## src/rtl/apb_cmd_bridge_pkg.sv

```systemverilog
// Shared types for the APB command bridge.
//   apb_state_e : transfer FSM states (IDLE, SETUP, ACCESS)
//   apb_cmd_t   : one queued register command (write flag, address, write data)
//   rsp_data_sel: read data returned to the requester for a completed transfer
package apb_bridge_pkg;

    localparam int unsigned PKG_ADDR_W = 8;
    localparam int unsigned PKG_DATA_W = 8;

    typedef enum logic [1:0] {
        IDLE   = 2'd0,
        SETUP  = 2'd1,
        ACCESS = 2'd2
    } apb_state_e;

    typedef struct packed {
        logic                  write;
        logic [PKG_ADDR_W-1:0] addr;
        logic [PKG_DATA_W-1:0] wdata;
    } apb_cmd_t;

    // Writes carry no read data back; reads return what the slave drove.
    function automatic logic [PKG_DATA_W-1:0] rsp_data_sel(
        input logic                  write,
        input logic [PKG_DATA_W-1:0] prdata
    );
        logic [PKG_DATA_W-1:0] data;
        if (write) begin
            data = {PKG_DATA_W{1'b0}};
        end else begin
            data = prdata;
        end
        return data;
    endfunction

endpackage

```

## src/rtl/apb_cmd_bridge_fifo.sv

```systemverilog
// apb_cmd_fifo: synchronous command FIFO for the APB bridge.
// Ports:
//   clk, rst_n    clock, async active-low reset (flushes the queue)
//   push, wr_cmd  enqueue request and data (accepted when not full, or full with pop)
//   pop           dequeue the head (ignored when empty)
//   rd_cmd        current head entry
//   full, empty   occupancy flags
// Pointers carry one wrap bit above the address bits so full and empty are
// distinguishable when the address bits match.
module apb_cmd_fifo
    import apb_bridge_pkg::*;
#(
    parameter int unsigned DEPTH = 4
) (
    input  logic     clk,
    input  logic     rst_n,
    input  logic     push,
    input  apb_cmd_t wr_cmd,
    input  logic     pop,
    output apb_cmd_t rd_cmd,
    output logic     full,
    output logic     empty
);

    localparam int unsigned AW = $clog2(DEPTH);
    localparam logic [AW:0] PTR_ONE = {{AW{1'b0}}, 1'b1};

    logic [AW:0] wr_ptr_r;
    logic [AW:0] rd_ptr_r;
    apb_cmd_t    mem_r [DEPTH];
    logic        push_ok_s;
    logic        pop_ok_s;

    assign empty  = (wr_ptr_r == rd_ptr_r);
    assign full   = (wr_ptr_r[AW-1:0] == rd_ptr_r[AW-1:0]) && (wr_ptr_r[AW] != rd_ptr_r[AW]);
    assign rd_cmd = mem_r[rd_ptr_r[AW-1:0]];

    // Qualify requests against occupancy; a full FIFO may still push while popping.
    always_comb begin
        push_ok_s = 1'b0;
        pop_ok_s  = 1'b0;
        if (push && (!full || pop)) begin
            push_ok_s = 1'b1;
        end else begin
            push_ok_s = 1'b0;
        end
        if (pop && !empty) begin
            pop_ok_s = 1'b1;
        end else begin
            pop_ok_s = 1'b0;
        end
    end

    // Pointer and storage update.
    always_ff @(posedge clk or negedge rst_n) begin
        if (!rst_n) begin
            wr_ptr_r <= {(AW+1){1'b0}};
            rd_ptr_r <= {(AW+1){1'b0}};
            for (int i = 0; i < int'(DEPTH); i++) begin
                mem_r[i] <= '0;
            end
        end else begin
            if (push_ok_s) begin
                mem_r[wr_ptr_r[AW-1:0]] <= wr_cmd;
                wr_ptr_r                <= wr_ptr_r + PTR_ONE;
            end
            if (pop_ok_s) begin
                rd_ptr_r <= rd_ptr_r + PTR_ONE;
            end
        end
    end

endmodule

```

## src/rtl/apb_cmd_bridge.sv

```systemverilog
// apb_cmd_bridge: APB master that turns queued valid/ready register commands
// into APB SETUP/ACCESS transfers and returns one response per command.
// Ports:
//   pclk, presetn                 APB clock, async active-low reset
//   cmd_valid/ready/write/addr/wdata  command channel (into the FIFO)
//   rsp_valid/ready/rdata/err      response channel (single held entry)
//   busy                          any activity pending (FSM, FIFO or response)
//   psel/penable/pwrite/paddr/pwdata/prdata/pready  APB master port
// A transfer waiting on pready is abandoned after TIMEOUT ACCESS cycles
// (TIMEOUT = 0 disables this) and reported with rsp_err.
module apb_cmd_bridge
    import apb_bridge_pkg::*;
#(
    parameter int unsigned ADDR_W     = PKG_ADDR_W,
    parameter int unsigned DATA_W     = PKG_DATA_W,
    parameter int unsigned FIFO_DEPTH = 4,
    parameter int unsigned TIMEOUT    = 16
) (
    input  logic              pclk,
    input  logic              presetn,
    input  logic              cmd_valid,
    output logic              cmd_ready,
    input  logic              cmd_write,
    input  logic [ADDR_W-1:0] cmd_addr,
    input  logic [DATA_W-1:0] cmd_wdata,
    output logic              rsp_valid,
    input  logic              rsp_ready,
    output logic [DATA_W-1:0] rsp_rdata,
    output logic              rsp_err,
    output logic              busy,
    output logic              psel,
    output logic              penable,
    output logic              pwrite,
    output logic [ADDR_W-1:0] paddr,
    output logic [DATA_W-1:0] pwdata,
    input  logic [DATA_W-1:0] prdata,
    input  logic              pready
);

    localparam int unsigned CNT_W = (TIMEOUT > 32'd0) ? $clog2(TIMEOUT + 32'd1) : 1;
    localparam logic [CNT_W-1:0] CNT_ONE = CNT_W'(32'd1);
    localparam logic [CNT_W-1:0] CNT_MAX = {CNT_W{1'b1}};
    localparam logic [CNT_W-1:0] TO_LAST = (TIMEOUT > 32'd0) ? CNT_W'(TIMEOUT - 32'd1) : {CNT_W{1'b0}};

    apb_state_e        state_r;
    logic [CNT_W-1:0]  to_cnt_r;
    logic              psel_r;
    logic              penable_r;
    logic              pwrite_r;
    logic [ADDR_W-1:0] paddr_r;
    logic [DATA_W-1:0] pwdata_r;
    logic              rsp_valid_r;
    logic [DATA_W-1:0] rsp_rdata_r;
    logic              rsp_err_r;

    apb_cmd_t          cmd_in_s;
    apb_cmd_t          head_s;
    logic              fifo_full_s;
    logic              fifo_empty_s;
    logic              push_s;
    logic              pop_s;
    logic              timeout_hit_s;

    assign cmd_in_s = '{write: cmd_write, addr: cmd_addr, wdata: cmd_wdata};
    assign push_s   = cmd_valid && !fifo_full_s;

    apb_cmd_fifo #(
        .DEPTH (FIFO_DEPTH)
    ) u_fifo (
        .clk    (pclk),
        .rst_n  (presetn),
        .push   (push_s),
        .wr_cmd (cmd_in_s),
        .pop    (pop_s),
        .rd_cmd (head_s),
        .full   (fifo_full_s),
        .empty  (fifo_empty_s)
    );

    // Start a transfer only when the response slot is free (or being drained
    // this cycle), so a completing ACCESS never overwrites a held response.
    always_comb begin
        pop_s = 1'b0;
        if ((state_r == IDLE) && !fifo_empty_s && (!rsp_valid_r || rsp_ready)) begin
            pop_s = 1'b1;
        end else begin
            pop_s = 1'b0;
        end
    end

    // Timeout fires on the ACCESS cycle that would bring the wait count to TIMEOUT.
    always_comb begin
        timeout_hit_s = 1'b0;
        if ((TIMEOUT != 32'd0) && (to_cnt_r == TO_LAST)) begin
            timeout_hit_s = 1'b1;
        end else begin
            timeout_hit_s = 1'b0;
        end
    end

    // Transfer FSM, APB output registers, wait counter and response register.
    always_ff @(posedge pclk or negedge presetn) begin
        if (!presetn) begin
            state_r     <= IDLE;
            to_cnt_r    <= {CNT_W{1'b0}};
            psel_r      <= 1'b0;
            penable_r   <= 1'b0;
            pwrite_r    <= 1'b0;
            paddr_r     <= {ADDR_W{1'b0}};
            pwdata_r    <= {DATA_W{1'b0}};
            rsp_valid_r <= 1'b0;
            rsp_rdata_r <= {DATA_W{1'b0}};
            rsp_err_r   <= 1'b0;
        end else begin
            if (rsp_valid_r && rsp_ready) begin
                rsp_valid_r <= 1'b0;
            end
            case (state_r)
                IDLE: begin
                    if (pop_s) begin
                        state_r   <= SETUP;
                        psel_r    <= 1'b1;
                        penable_r <= 1'b0;
                        pwrite_r  <= head_s.write;
                        paddr_r   <= head_s.addr;
                        pwdata_r  <= head_s.wdata;
                        to_cnt_r  <= {CNT_W{1'b0}};
                    end
                end
                SETUP: begin
                    state_r   <= ACCESS;
                    penable_r <= 1'b1;
                end
                ACCESS: begin
                    if (pready) begin
                        // pready wins over a timeout landing on the same cycle.
                        state_r     <= IDLE;
                        psel_r      <= 1'b0;
                        penable_r   <= 1'b0;
                        rsp_valid_r <= 1'b1;
                        rsp_err_r   <= 1'b0;
                        rsp_rdata_r <= rsp_data_sel(pwrite_r, prdata);
                    end else if (timeout_hit_s) begin
                        state_r     <= IDLE;
                        psel_r      <= 1'b0;
                        penable_r   <= 1'b0;
                        rsp_valid_r <= 1'b1;
                        rsp_err_r   <= 1'b1;
                        rsp_rdata_r <= {DATA_W{1'b0}};
                    end else if (to_cnt_r != CNT_MAX) begin
                        to_cnt_r <= to_cnt_r + CNT_ONE;
                    end
                end
                default: begin
                    state_r   <= IDLE;
                    psel_r    <= 1'b0;
                    penable_r <= 1'b0;
                end
            endcase
        end
    end

    assign cmd_ready = !fifo_full_s;
    assign busy      = (state_r != IDLE) || !fifo_empty_s || rsp_valid_r;
    assign psel      = psel_r;
    assign penable   = penable_r;
    assign pwrite    = pwrite_r;
    assign paddr     = paddr_r;
    assign pwdata    = pwdata_r;
    assign rsp_valid = rsp_valid_r;
    assign rsp_rdata = rsp_rdata_r;
    assign rsp_err   = rsp_err_r;

endmodule

```

## config.mk

```make
export PLATFORM = sky130hd
export DESIGN_NAME = apb_cmd_bridge
export DESIGN_NICKNAME = d
export VERILOG_FILES = /design/src/rtl/apb_cmd_bridge_pkg.sv /design/src/rtl/apb_cmd_bridge_fifo.sv /design/src/rtl/apb_cmd_bridge.sv
export SDC_FILE = /design/constraint.sdc
export NUM_CORES = 1
export LEC_CHECK = 0
export BUFFER_PORTS_ARGS = -buffer_cell sky130_fd_sc_hd__buf_4
export CORE_MARGIN = 2
export CORE_UTILIZATION = 40
export CTS_CLUSTER_SIZE = 16
export DETAILED_ROUTE_END_ITERATION = 10
export PLACE_DENSITY_LB_ADDON = 0.08
export SKIP_CTS_REPAIR_TIMING = 1
export SLEW_MARGIN = 10
export SYNTH_ARGS = -nofsm -noshare
export SYNTH_HDL_FRONTEND = slang
export SYNTH_SLANG_ARGS = --single-unit
```

## constraint.sdc

```tcl
create_clock -name pclk -period 2.5 [get_ports pclk]
set_input_delay 0.125 -clock pclk [delete_from_list [all_inputs] [get_ports pclk]]
set_output_delay 0.125 -clock pclk [all_outputs]
set_load 0.02 [all_outputs]
```

==> results of run 1 <==
## worst register-to-register path, stage by stage (launching register included)
cell and delay [ns]:
dfrtp_1 0.41, ha_1 0.21, and3_1 0.19, ha_1 0.22, or4b_2 0.66, or2_0 0.32
nand3_1 0.12, o21ai_0 0.08
## metrics by stage
step | worst slack (ns) | hold WS, ns | util
final | 0.174 | -0.0143 | 0.491
after global routing | 0.0355 | 0.00780 | 0.491
after CTS | 0.174 | -0.185 | 0.490
after detailed placement | 0.180 | 0.194 | 0.464
after global placement | 0.207 | 0.195 | 0.464
after floorplan | 0.311 | -0.171 | -
## metal layers
layer,global-route usage,vias to the layer above,part of all wire
met1,0.227,1406,0.49
li1,-,1355,-
met2,0.244,48,0.46
met3,0.0254,11,0.031
met5,0,-,0
met4,0.0780,0,0.021
## placed cells by master (no fill, tap or decap), drive strengths merged, types with 2 or more instances in the layout
master,instances
mux2,68
xor2,4
clkinv,2
nand2,75
dfrtp,109
and2,4
nor3,2
inv,7
o21ai,14
nand3,5
buf,76
xnor2,7
ha,8
a21oi,2
nor2b,2
clkbuf,14
nor2,3
mux4,17
## cell type report
type | instances | area share
Sequential cell | 109 | 0.464
Multi-Input combinational cell | 220 | 0.346
Timing Repair Buffer | 77 | 0.101
Tap cell | 147 | 0.0313
Clock inverter | 2 | 0.00234
Clock buffer | 14 | 0.0501
Inverter | 7 | 0.00447
## flip-flops by register name (all words and copies together), names as in the netlist
signal / count
u_fifo.mem_r: 68
paddr: 8
pwdata: 8
rsp_rdata: 8
to_cnt_r: 5
u_fifo.rd_ptr_r: 3
u_fifo.wr_ptr_r: 3
state_r: 2
psel: 1
pwrite: 1
rsp_err: 1
rsp_valid: 1
## synthesized netlist by cell type, types with 3 or more instances
cell type  number
and2_1          4
buf_2           8
buf_6           4
clkbuf_1        3
dfrtp_1       109
ha_1            8
inv_1           7
mux2_2         29
mux2_4         39
mux4_2         17
nand2_1        75
nand3_1         5
nor2_1          3
o21ai_0        13
xnor2_1         7
xor2_1          3
## power breakdown
group	internal, W	switching [W]	total, W	leakage, nW
Clock	0.000813	0.000625	0.00144	0.155
Combinational	0.00198	0.00171	0.00369	1.27
Sequential	0.00264	0.000502	0.00314	1.33
## path summary, 6_finish.rpt
| path | endpoint | slack, ns | depth (start not counted) |
|---|---|---|---|
| worst max-delay path | to_cnt_r[1] | 0.17 | 7 |
| worst min-delay path | rsp_err | -0.01 | 2 |
| worst max register to register | to_cnt_r[1] | 0.17 | 7 |
| worst min register to register | paddr[2] | 0.48 | 2 |
| max in group asynchronous | pwdata[0] | 1.47 | 3 |
| min in group asynchronous | rsp_rdata[6] | 0.33 | 2 |
## kinds of logic after synthesis
family                   Yosys count  synth area share
flip-flops                       109             0.557
AND/OR/NAND/NOR                   97            0.0836
multiplexers                      85             0.265
buffers and inverters             25            0.0289
AO/OA/AOI/OAI                     19            0.0238
XOR/XNOR                          11            0.0212
adder cells (fa/ha/maj)            8            0.0205
==> summary.txt, run 1 <==
Worst setup path
  • Worst setup startpoint: to_cnt_r[0]
  • Top cell family by delay on the critical path: simple AND/OR/NAND/NOR gates
  • Critical path buffers and inverters: 0
  • Worst-path cell chain: ha_1, and3_1, ha_1, or4b_2, or2_0, nand3_1, o21ai_0
  • CP most frequent cell: ha_1
  • RR Startpoint: to_cnt_r[0]
  • Endpoint class of the critical path: flop
  • Worst Setup Path Type: flop to flop
  • Data arrival time of the worst path: 2.55 ns
  • Crit-path max cell delay: 0.66 ns
  • Crit Path Max Fanout: 6
  • Startpoint types: flop
  • Slowest-stage cell, CP: or4b_2
  • CP Data Required Time: 2.73 ns

Final layout
  • Multi-input logic area: 2030 um2
  • Nets@finish: 462
  • Finished layout cell area: 5870 um2
  • Final cell count without fillers: roughly 580
  • Reg area: 2730 um2
  • Share of layout cells above drive strength 1: 0.422
  • FILL cells: 1,091
  • Ant diodes: 0
  • Layout area overhead: 20.0%

Synthesis
  • Yosys reg bits: 109
  • Synth warn: 0
  • Synth cell types: 32
  • Sequential share of the synthesized area: 0.557
  • Mapped Cells: 354
  • Synthesized area: 4890 um2
  • Mapped Avg Cell Area: 13.8 um2
  • Area leader, netlist: dfrtp_1
  • Top cell type's share of synthesized area: 0.557
  • Ys async rst share: 1.00
  • Post-synth EDFFs: 0
  • Dominant cells by area after synthesis: dfrtp_1 56%, mux2_4 12%, mux4_2 7.8%, mux2_2 6.7%, nand2_1 5.8%
  • Mapped Nets: 392
  • Dominant synthesized flop cell: dfrtp_1

Place
  • Placed cells: 559
  • Dpl cell area: ~5600 um2
  • GPL Wtd Cong: 0.710
  • Hpwl dp: 6360 um
  • IO buf count: 60

Timing
  • Final TNS setup: 0 ns
  • Peak Freq: 0.430 GHz
  • RSZ-0062 raised after global routing: no
  • Worst Skew: 0.00517 ns
  • Slew HR: 0.420
  • Final Setup Violations: 0
  • Slew @ Worst Pin: 0.869 ns
  • Max Slew Vio Count: 0
  • Hold Fails Final Rpt: 1
  • Worst hold slack: -0.0143 ns
  • Fin crit period: 2.33 ns
  • Crit share post-route: 0.930

Power
  • Power Density: roughly 1400 nW/um2
  • Static Leak: 2.76 nW
  • Final Power: roughly 0.0083 W
  • Max IR drop VDD: ~0.00049 V

Global routing
  • Initial antenna violation count: 0
  • GR Overflow Total: 0
  • Number of global-route vias before repair: 2,968
  • Largest net degree at the start of global routing: 50
  • Gr usage total: 0.161
  • First-pass GRT wire length: 15,900 um

Hold path
  • HP Class: input pin to flop
  • Min-Delay Startpoint: pready

Drt
  • DR DRC count: 0
  • Total Routed Length: 9620 um
  • Detailed-route wire length per cell: 16.7 um
  • DRT Pass-1 Iters: 4
  • DR vias/cell: 4.90
  • Antenna-violating nets left: 0
  • Via count: 2,820
  • Iteration-0 DRC count of the detailed router: 66

Job
  • Max-capacitance violation count: 0

Clocking
  • H-tree levels: 3
  • CTS Buffer Depth: 2
  • Clock sinks: 109
  • Root Buffer: clkbuf_16
  • Clock Latency Late Sink: 0.35 ns
  • Clk slew on worst S/H paths: around 0.07 ns
  • CTS Buf Count: 9
  • CTS tree: done

Floorplanning
  • Starting Density: 0.409
  • Cell Rows: 40
  • Core area: around 12,000 um2
  • Chip height: 115 um
  • I/O pins: between 60 and 70
  • Total Die Area: 13,100 um2
  • Die X: 115 um

Outcome
  • Failing checks: hold timing
  • Status: finished with violations
(Power assumes the default switching activity.)
==> run 2, diff against run 1 <==
--- a/config.mk
+++ b/config.mk
@@ -6,7 +6,6 @@
 export NUM_CORES = 1
 export LEC_CHECK = 0
 export BUFFER_PORTS_ARGS = -buffer_cell sky130_fd_sc_hd__buf_4
-export CORE_MARGIN = 2
 export CORE_UTILIZATION = 40
 export CTS_CLUSTER_SIZE = 16
 export DETAILED_ROUTE_END_ITERATION = 10
==> constraint.sdc (replaced) <==
create_clock -name pclk -period 3 [get_ports pclk]
set_input_delay 0.15 -clock pclk [delete_from_list [all_inputs] [get_ports pclk]]
set_output_delay 0.15 -clock pclk [all_outputs]
set_load 0.02 [all_outputs]
==> summary.txt, run 2 (synthesis results as in run 1) <==
Clocking
  • Root Buffer: clkbuf_16 (unchanged)
  • Clock Latency Late Sink: 0.35 ns (about the same)
  • H-tree levels: 3 (unchanged)
  • CTS Buffer Depth: 2 (unchanged)
  • CTS Buf Count: 9 (unchanged)
  • Clk slew on worst S/H paths: 0.07 ns (about the same)
  • CTS tree: done (unchanged)
  • Clock sinks: 109 (unchanged)

Drt
  • DR vias/cell: 4.96 (was 4.90)
  • DRT Pass-1 Iters: 4 (unchanged)
  • DR DRC count: 0 (unchanged)
  • Total Routed Length: 9570 um (was 9620 um)
  • Via count: 2,835 (was 2,820)
  • Detailed-route wire length per cell: 16.8 um (was 16.7 um)
  • Antenna-violating nets left: 0 (unchanged)
  • Iteration-0 DRC count of the detailed router: 87 (was 66)

Hold path
  • Worst hold path depth: 3 (was 2)
  • HP Class: input pin to flop (unchanged)

Final layout
  • Share of layout cells above drive strength 1: 0.410 (was 0.422)
  • Commonest non-fill, non-tap cell in the layout: dfrtp_1 (unchanged)
  • Layout area overhead: 18.5% (was 20.0%)
  • Finished layout cell area: 5800 um2 (was 5870 um2)
  • Ant diodes: 0 (unchanged)
  • Most frequent cells in the layout: 109 x dfrtp_1, 75 x nand2_1, 72 x buf_4 (was 109 x dfrtp_1, 75 x nand2_1, 75 x buf_4)
  • Nets@finish: 459 (was 462)
  • Most flop-heavy register: u_fifo.mem_r (unchanged)
  • Max FFs per register: 68 (unchanged)

Power
  • Max IR drop VDD: 0.000411 V (was 0.000492 V)
  • Static Leak: 2.71 nW (was 2.76 nW)
  • Final Power: 0.00677 W (was 0.00827 W)
  • Power Density: 1170 nW/um2 (was 1410 nW/um2)

Worst setup path
  • Critical path buffers and inverters: 0 (unchanged)
  • CP most frequent cell: ha_1 (unchanged)
  • Crit Path Max Fanout: 6 (unchanged)
  • Worst reg2reg path depth: 7 (unchanged)
  • Startpoint types: flop (unchanged)
  • Worst-path cell chain: ha_1, and3_1, ha_1, or4b_2, or2_0, nand3_1, o21ai_0 (unchanged)
  • Crit-path max cell delay: 0.67 ns (was 0.66 ns)
  • Slowest-stage cell, CP: or4b_2 (unchanged)
  • Endpoint class of the critical path: flop (unchanged)
  • WP depth: 7 (unchanged)
  • CP Data Required Time: 3.22 ns (was 2.73 ns)
  • Top cell family by delay on the critical path: simple AND/OR/NAND/NOR gates (unchanged)
  • Worst Setup Path Type: flop to flop (unchanged)
  • Data arrival time of the worst path: 2.58 ns (was 2.55 ns)

Floorplanning
  • Cell Rows: 40 (unchanged)
  • Chip height: 113 um (was 115 um)
  • I/O pins: 61 (unchanged)
  • Starting Density: 0.409 (unchanged)
  • Total Die Area: 12,700 um2 (was 13,100 um2)
  • Die X: 113 um (was 115 um)
  • Core area: 12,000 um2 (unchanged)

Timing
  • Final Setup Violations: 0 (unchanged)
  • Peak Freq: 0.425 GHz (was 0.430 GHz)
  • RSZ-0062 raised after global routing: no (unchanged)
  • Max Slew Vio Count: 0 (unchanged)
  • Worst hold slack: 0.0539 ns (was -0.0143 ns)
  • Fin crit period: 2.35 ns (was 2.33 ns)
  • Slew @ Worst Pin: 0.893 ns (was 0.869 ns)
  • Worst setup margin: 0.648 ns (was 0.174 ns)
  • Final TNS setup: 0 ns (unchanged)
  • Worst Skew: 0.00727 ns (was 0.00517 ns)
  • Crit share post-route: 0.784 (was 0.930)
  • Slew HR: 0.405 (was 0.420)
  • Hold Fails Final Rpt: 0 (was 1)

Global routing
  • First-pass GRT wire length: 15,900 um (about the same)
  • Largest net degree at the start of global routing: 69 (was 50)
  • GR Overflow Total: 0 (unchanged)
  • Number of global-route vias before repair: 2,929 (was 2,968)
  • Gr usage total: 0.166 (was 0.161)
  • Initial antenna violation count: 0 (unchanged)

Place
  • GPL Wtd Cong: 0.715 (was 0.710)
  • IO buf count: 60 (unchanged)
  • Dpl ws: 0.669 ns (was 0.180 ns)
  • Hpwl dp: 6070 um (was 6360 um)
  • Dpl cell area: 5510 um2 (was 5560 um2)

Outcome
  • Status: finished clean (was finished with violations)

Job
  • Max-capacitance violation count: 0 (unchanged)
==> run 2: worst paths after layout <==
kind	startpoint	end	slack, ns
min	prdata[3]	rsp_rdata[3]	0.05
min reg2reg	pwdata[6]	pwdata[6]	0.48
max	to_cnt_r[0]	to_cnt_r[0]	0.65
max in group asynchronous	presetn	u_fifo.mem_r[60]	1.71
min in group asynchronous	presetn	rsp_rdata[6]	0.44
max reg2reg	to_cnt_r[0]	to_cnt_r[0]	0.65
==> run 2: per-stage QoR <==
step                 util  cells
CTS                 0.483    569
finish              0.485    571
detailed placement  0.461    555
global placement    0.461    555
floorplan               -    354
global route        0.485    571
==> run 2: worst register-to-register path: stages (launching register included) <==
cell,delay [ns]
dfrtp_1,0.41
ha_1,0.21
and3_1,0.20
ha_1,0.23
or4b_2,0.67
or2_0,0.32
nand3_1,0.11
o21ai_0,0.09
==> run 2: routing by layer <==
layer | global-route usage | share of wire | wire [um]
met3 | 0.0270 | 0.034 | 323
met2 | 0.254 | 0.46 | 4390
met4 | 0.0800 | 0.020 | 195
met1 | 0.232 | 0.49 | 4660
met5 | 0 | 0 | 0
==> run 2: area by class of cell <==
class / count / area [um2]
Inverter: 7 / 26.3
Sequential cell: 109 / 2730
Fill cell: 1088 / 6160
Clock inverter: 2 / 10.0
Clock buffer: 12 / 256
Multi-Input combinational cell: 220 / 2030
Tap cell: 147 / 184
Timing Repair Buffer: 74 / 561
==> run 2: power breakdown <==
group | internal, W | total (W) | switching [W] | leakage, nW
clock | 0.000598 | 0.00111 | 0.000512 | 0.134
sequential | 0.00220 | 0.00259 | 0.000397 | 1.33
combinational | 0.00164 | 0.00307 | 0.00143 | 1.25
total | 0.00443 | 0.00677 | 0.00234 | 2.71
